[config.mk]
export PLATFORM = sky130hd
export DESIGN_NAME = pulse_width_tx
export DESIGN_NICKNAME = d
export VERILOG_FILES = /design/src/rtl/pulse_width_tx_pkg.sv /design/src/rtl/pulse_width_tx_pulse_len_sel.sv /design/src/rtl/pulse_width_tx.sv
export SDC_FILE = /design/constraint.sdc
export NUM_CORES = 1
export LEC_CHECK = 0
export BUFFER_PORTS_ARGS = -buffer_cell sky130_fd_sc_hd__buf_4
export CORE_MARGIN = 5
export CORE_UTILIZATION = 56
export CTS_CLUSTER_DIAMETER = 150
export DETAILED_ROUTE_END_ITERATION = 16
export PLACE_DENSITY = 0.78
export REMOVE_ABC_BUFFERS = 1
export SLEW_MARGIN = 20
export SYNTH_ARGS = -nofsm -noshare
export SYNTH_HDL_FRONTEND = slang
export SYNTH_SLANG_ARGS = --single-unit
[constraint.sdc]
create_clock -name clock -period 2.2 [get_ports clock]
set_clock_uncertainty 0.15 [all_clocks]
set_input_delay 0.11 -clock clock [delete_from_list [all_inputs] [get_ports clock]]
set_output_delay 0.11 -clock clock [all_outputs]
set_load 0.02 [all_outputs]
[src/rtl/pulse_width_tx_pkg.sv]
// Shared definitions for the pulse-width serial transmitter.
// Line levels, default timings, counter width and FSM states.
package pulse_width_tx_pkg;

    localparam logic MARK  = 1'b1;
    localparam logic SPACE = 1'b0;

    localparam int DEF_SHORT    = 4;
    localparam int DEF_LONG     = 12;
    localparam int DEF_BIT_GAP  = 2;
    localparam int DEF_BYTE_GAP = 4;

    localparam int CNT_W = 4;

    typedef enum logic [2:0] {
        S_WAIT,
        S_SPACE,
        S_MARK,
        S_TAIL,
        S_ACK
    } tx_state_e;

endpackage

[src/rtl/pulse_width_tx_pulse_len_sel.sv]
// Maps a data bit to its space length minus one.
// A 1 bit is a short pulse, a 0 bit a long pulse.
module pulse_len_sel
    import pulse_width_tx_pkg::*;
#(
    parameter int SHORT = DEF_SHORT,
    parameter int LONG  = DEF_LONG
) (
    input  logic             bit_val,
    output logic [CNT_W-1:0] len_m1
);

    localparam logic [CNT_W-1:0] SHORT_M1 = CNT_W'(SHORT - 1);
    localparam logic [CNT_W-1:0] LONG_M1  = CNT_W'(LONG - 1);

    // pick the preload for the space down-counter
    always_comb begin
        len_m1 = bit_val ? SHORT_M1 : LONG_M1;
    end

endmodule

[src/rtl/pulse_width_tx.sv]
// Pulse-width serial byte transmitter, LSB first.
// Short space = 1, long space = 0, mark gaps between pulses.
module pulse_width_tx
    import pulse_width_tx_pkg::*;
#(
    parameter int SHORT    = DEF_SHORT,
    parameter int LONG     = DEF_LONG,
    parameter int BIT_GAP  = DEF_BIT_GAP,
    parameter int BYTE_GAP = DEF_BYTE_GAP
) (
    input  logic       clock,
    input  logic       reset_,
    input  logic       dav_,
    input  logic [7:0] byte_in,
    output logic       rfd,
    output logic       txd
);

    if (SHORT < 1 || SHORT > 7) begin : g_bad_short
        $fatal(1, "pulse_width_tx: SHORT=%0d not in 1..7", SHORT);
    end
    if (LONG < 8 || LONG > 15) begin : g_bad_long
        $fatal(1, "pulse_width_tx: LONG=%0d not in 8..15", LONG);
    end
    if (BIT_GAP < 2 || BIT_GAP > 16) begin : g_bad_bit_gap
        $fatal(1, "pulse_width_tx: BIT_GAP=%0d not in 2..16", BIT_GAP);
    end
    if (BYTE_GAP < 4 || BYTE_GAP > 16) begin : g_bad_byte_gap
        $fatal(1, "pulse_width_tx: BYTE_GAP=%0d not in 4..16", BYTE_GAP);
    end

    localparam logic [CNT_W-1:0] BIT_GAP_M1  = CNT_W'(BIT_GAP - 1);
    localparam logic [CNT_W-1:0] BYTE_GAP_M1 = CNT_W'(BYTE_GAP - 1);

    tx_state_e        state;
    logic [7:0]       buf_q;
    logic [2:0]       nbit;
    logic [CNT_W-1:0] cnt;
    logic             sel_bit;
    logic [CNT_W-1:0] len_m1;

    // next bit to encode: fresh byte in S_WAIT, shifted buffer otherwise
    always_comb begin
        sel_bit = (state == S_WAIT) ? byte_in[0] : buf_q[0];
    end

    pulse_len_sel #(
        .SHORT (SHORT),
        .LONG  (LONG)
    ) u_len_sel (
        .bit_val (sel_bit),
        .len_m1  (len_m1)
    );

    // transmit FSM with registered line and handshake outputs
    always_ff @(posedge clock or negedge reset_) begin
        if (!reset_) begin
            state <= S_WAIT;
            txd   <= MARK;
            rfd   <= 1'b1;
            buf_q <= '0;
            nbit  <= '0;
            cnt   <= '0;
        end else begin
            unique case (state)
                S_WAIT: begin
                    if (!dav_) begin
                        buf_q <= byte_in;
                        nbit  <= '0;
                        rfd   <= 1'b0;
                        txd   <= SPACE;
                        cnt   <= len_m1;
                        state <= S_SPACE;
                    end
                end
                S_SPACE: begin
                    if (cnt != '0) begin
                        cnt <= cnt - 4'd1;
                    end else begin
                        txd   <= MARK;
                        buf_q <= buf_q >> 1;
                        nbit  <= nbit + 3'd1;
                        if (nbit == 3'd7) begin
                            cnt   <= BYTE_GAP_M1;
                            state <= S_TAIL;
                        end else begin
                            cnt   <= BIT_GAP_M1;
                            state <= S_MARK;
                        end
                    end
                end
                S_MARK: begin
                    if (cnt != '0) begin
                        cnt <= cnt - 4'd1;
                    end else begin
                        txd   <= SPACE;
                        cnt   <= len_m1;
                        state <= S_SPACE;
                    end
                end
                S_TAIL: begin
                    if (cnt != '0) begin
                        cnt <= cnt - 4'd1;
                    end else begin
                        state <= S_ACK;
                    end
                end
                S_ACK: begin
                    if (dav_) begin
                        rfd   <= 1'b1;
                        state <= S_WAIT;
                    end
                end
                default: begin
                    state <= S_WAIT;
                end
            endcase
        end
    end

endmodule

==> qor.csv <==
stage;metric;value;unit
status;outcome;complete, no violations;
final_layout;final_nets;154;
synth;synthCells;116;
clocking;ctsResizeCount;0;
job;cap_violations;0;
place;io_buffers;12;
die;num_io_pins;13;
final_layout;area_growth;22.3;%
sta;hold_viol_final;0;
grt;grt_antenna_before_repair;0;
synth;yosys.area.top_type_share;0.399;
die;start_util;0.582;
clocking;clockRootBuffer;clkbuf_4;
synth;yosys-top-cells-area;dfrtp_1 (40%), mux2i_1 (6.2%), o21ai_0 (5.8%);
synth;synth_cell_type_count;40;
final_layout;final_cell_mix;dfrtp_1 (18), nand2_1 (17), buf_4 (14), o21ai_0 (13), dlygate4sd3_1 (10);
critical_path;criticalPathCategory;reg -> reg;
die;die_w;54.9;um
critical_path;path_max_fanout;6;
routing;via_count;974;
clocking;clk_path_buf_depth;2;
die;dieArea;0.00302;mm^2
sta;finalWorstSetupSlack;185;ps
final_layout;drive_above_1_share;0.174;
critical_path;slowest_stage;or3b_1;
critical_path;crit_path_start_kind;flip-flop;
clocking;cts_tree;built;
pwr;finalPower;1.75;mW
critical_path;critPathArrivalTime;2070;ps
die;core;0.00194;mm^2
routing;via_per_inst;5.90;
final_layout;antenna_cells;0;
die;rows;16;
place;gp_congestion;0.826;
final_layout;nFillCells;150;
synth;ys_warn_count;0;
final_layout;utilization;0.711;
synth;synthFlopType;dfrtp_1;
grt;grt_max_degree;21;
clocking;post-cts-setup-buffer-count;0;
synth;netlist_area;0.00113;mm^2
grt;grt_pass1_vias;969;
synth;syn_area_per_cell;9.74;um^2
synth;synth_async_sr_flop_share;1.00;
critical_path;cp.required;2250;ps
grt;grt_pass1_wl;4080;um
routing;first_pass_iters;4;
die;die_h;54.9;um
routing;drtIter0Drc;20;
sta;setup_tns;0;ps
pwr;vdd_drop_max;881;uV
clocking;cts.sinks;20;
synth;yosys.area.top_type;dfrtp_1;
grt;grt_overflow;0;
pwr;pwr_density_cell;1270;mW/mm^2
sta;slew_viol_final;0;
critical_path;worstSetupEndpointType;flip-flop;
pwr;leakagePower;0.618;nW
clocking;clock_latency;310;ps
place;dpl.hpwl;1600;um
routing;postRouteAntennaNets;0;
synth;synth-seq-cells;20;
clocking;cts_max_level;1;
sta;finalSetupViolCount;0;
critical_path;cpPeakStageDelay;490;ps
routing;drt_wl_total;2360;um
sta;holdWs;51.3;ps
grt;grtUsageTotal;0.191;
clocking;clk_pin_slew;120;ps
final_layout;final_common_cell;dfrtp_1;
routing;routedWlPerCell;14.3;um
place;dp_slack;258;ps
clocking;cts_hold_buffers;10;
routing;drc;0;
synth;synth-edff-count;0;
hold_path;hold_class;in -> async;
sta;fmax;496;MHz
critical_path;cp_cell_sequence;inv_1, ha_1, or3b_1, nor3_2, a21oi_1, o32a_1;
sta;relSlewSlack;0.634;
sta;worst-slew-pin-transition;549;ps
sta;layout_min_cycle_time;2010;ps
synth;ys_seq_area_frac;0.445;
sta;rsz0062_at_grt;false;
clocking;numCtsBuffers;3;
sta;final.period_utilization;0.916;
final cells by class:
type,count,area (um^2),share of cell area
Clock buffer,3,22.5,0.0163
Clock inverter,1,30.0,0.0217
Inverter,5,18.8,0.0136
Multi-Input combinational cell,85,568,0.411
Sequential cell,20,503,0.364
Tap cell,27,33.8,0.0245
Timing Repair Buffer,24,205,0.149
cells by family (layout without fill, tap and decap cells):
group,Yosys count,count (layout),share of synthesized area
simple gates,39,39,0.195
compound gates,35,35,0.202
flops,20,20,0.445
buf+inv,11,33,0.0520
mux,7,7,0.0620
fa+ha+maj,4,4,0.0443
power breakdown:
group | switching, mW | internal [mW]
sequential | 0.166 | 0.520
clock | 0.121 | 0.184
combinational | 0.409 | 0.353
total | 0.697 | 1.06
through the flow:
step,instance area (um^2),std cells
after global routing,1380,165
after detailed placement,1230,151
after floorplan,1090,110
final,1380,165
after global placement,1230,151
after CTS,1380,165
worst max-delay path, delay by kind of cell (launching register included):
kind	cells	cell delay, ps
AO/OA/AOI/OAI	2	330
adder cells (fa/ha/maj)	1	240
buffers and inverters	1	110
flip-flops	1	430
AND/OR/NAND/NOR	2	640
flip-flops by register name (all words and copies together) (netlist names):
name,cells
cnt,4
nbit,3
txd,1
state,3
buf_q,8
rfd,1
cell usage after synthesis (2+ instances only):
library cell,instances
inv_1,5
o21ai_0,13
nor3_1,2
nand2_1,17
dfstp_2,2
o22ai_1,2
buf_4,2
nor4b_1,2
mux2i_1,7
dfrtp_1,18
nand2b_1,2
ha_1,4
a32o_1,2
buf_2,2
a21oi_1,8
nor2_1,4
per-layer routing:
layer,global-route usage,share of wire,vias to the layer above
li1,-,-,474
met1,0.230,0.45,474
met2,0.325,0.49,20
met3,0.0322,0.037,6
met4,0.0972,0.023,0
met5,0,0,-
worst paths after layout:
check                        start  endpoint  slack (ps)  depth (start not counted)
max                         cnt[0]    cnt[1]         190                          6
max reg2reg                 cnt[0]    cnt[1]         190                          6
max in group asynchronous   reset_       txd        1580                          2
min                         reset_    cnt[3]          50                          2
min in group clock         nbit[1]   nbit[1]         360                          1
min reg2reg                nbit[1]   nbit[1]         360                          1
Power figures use the tool's default switching activity.
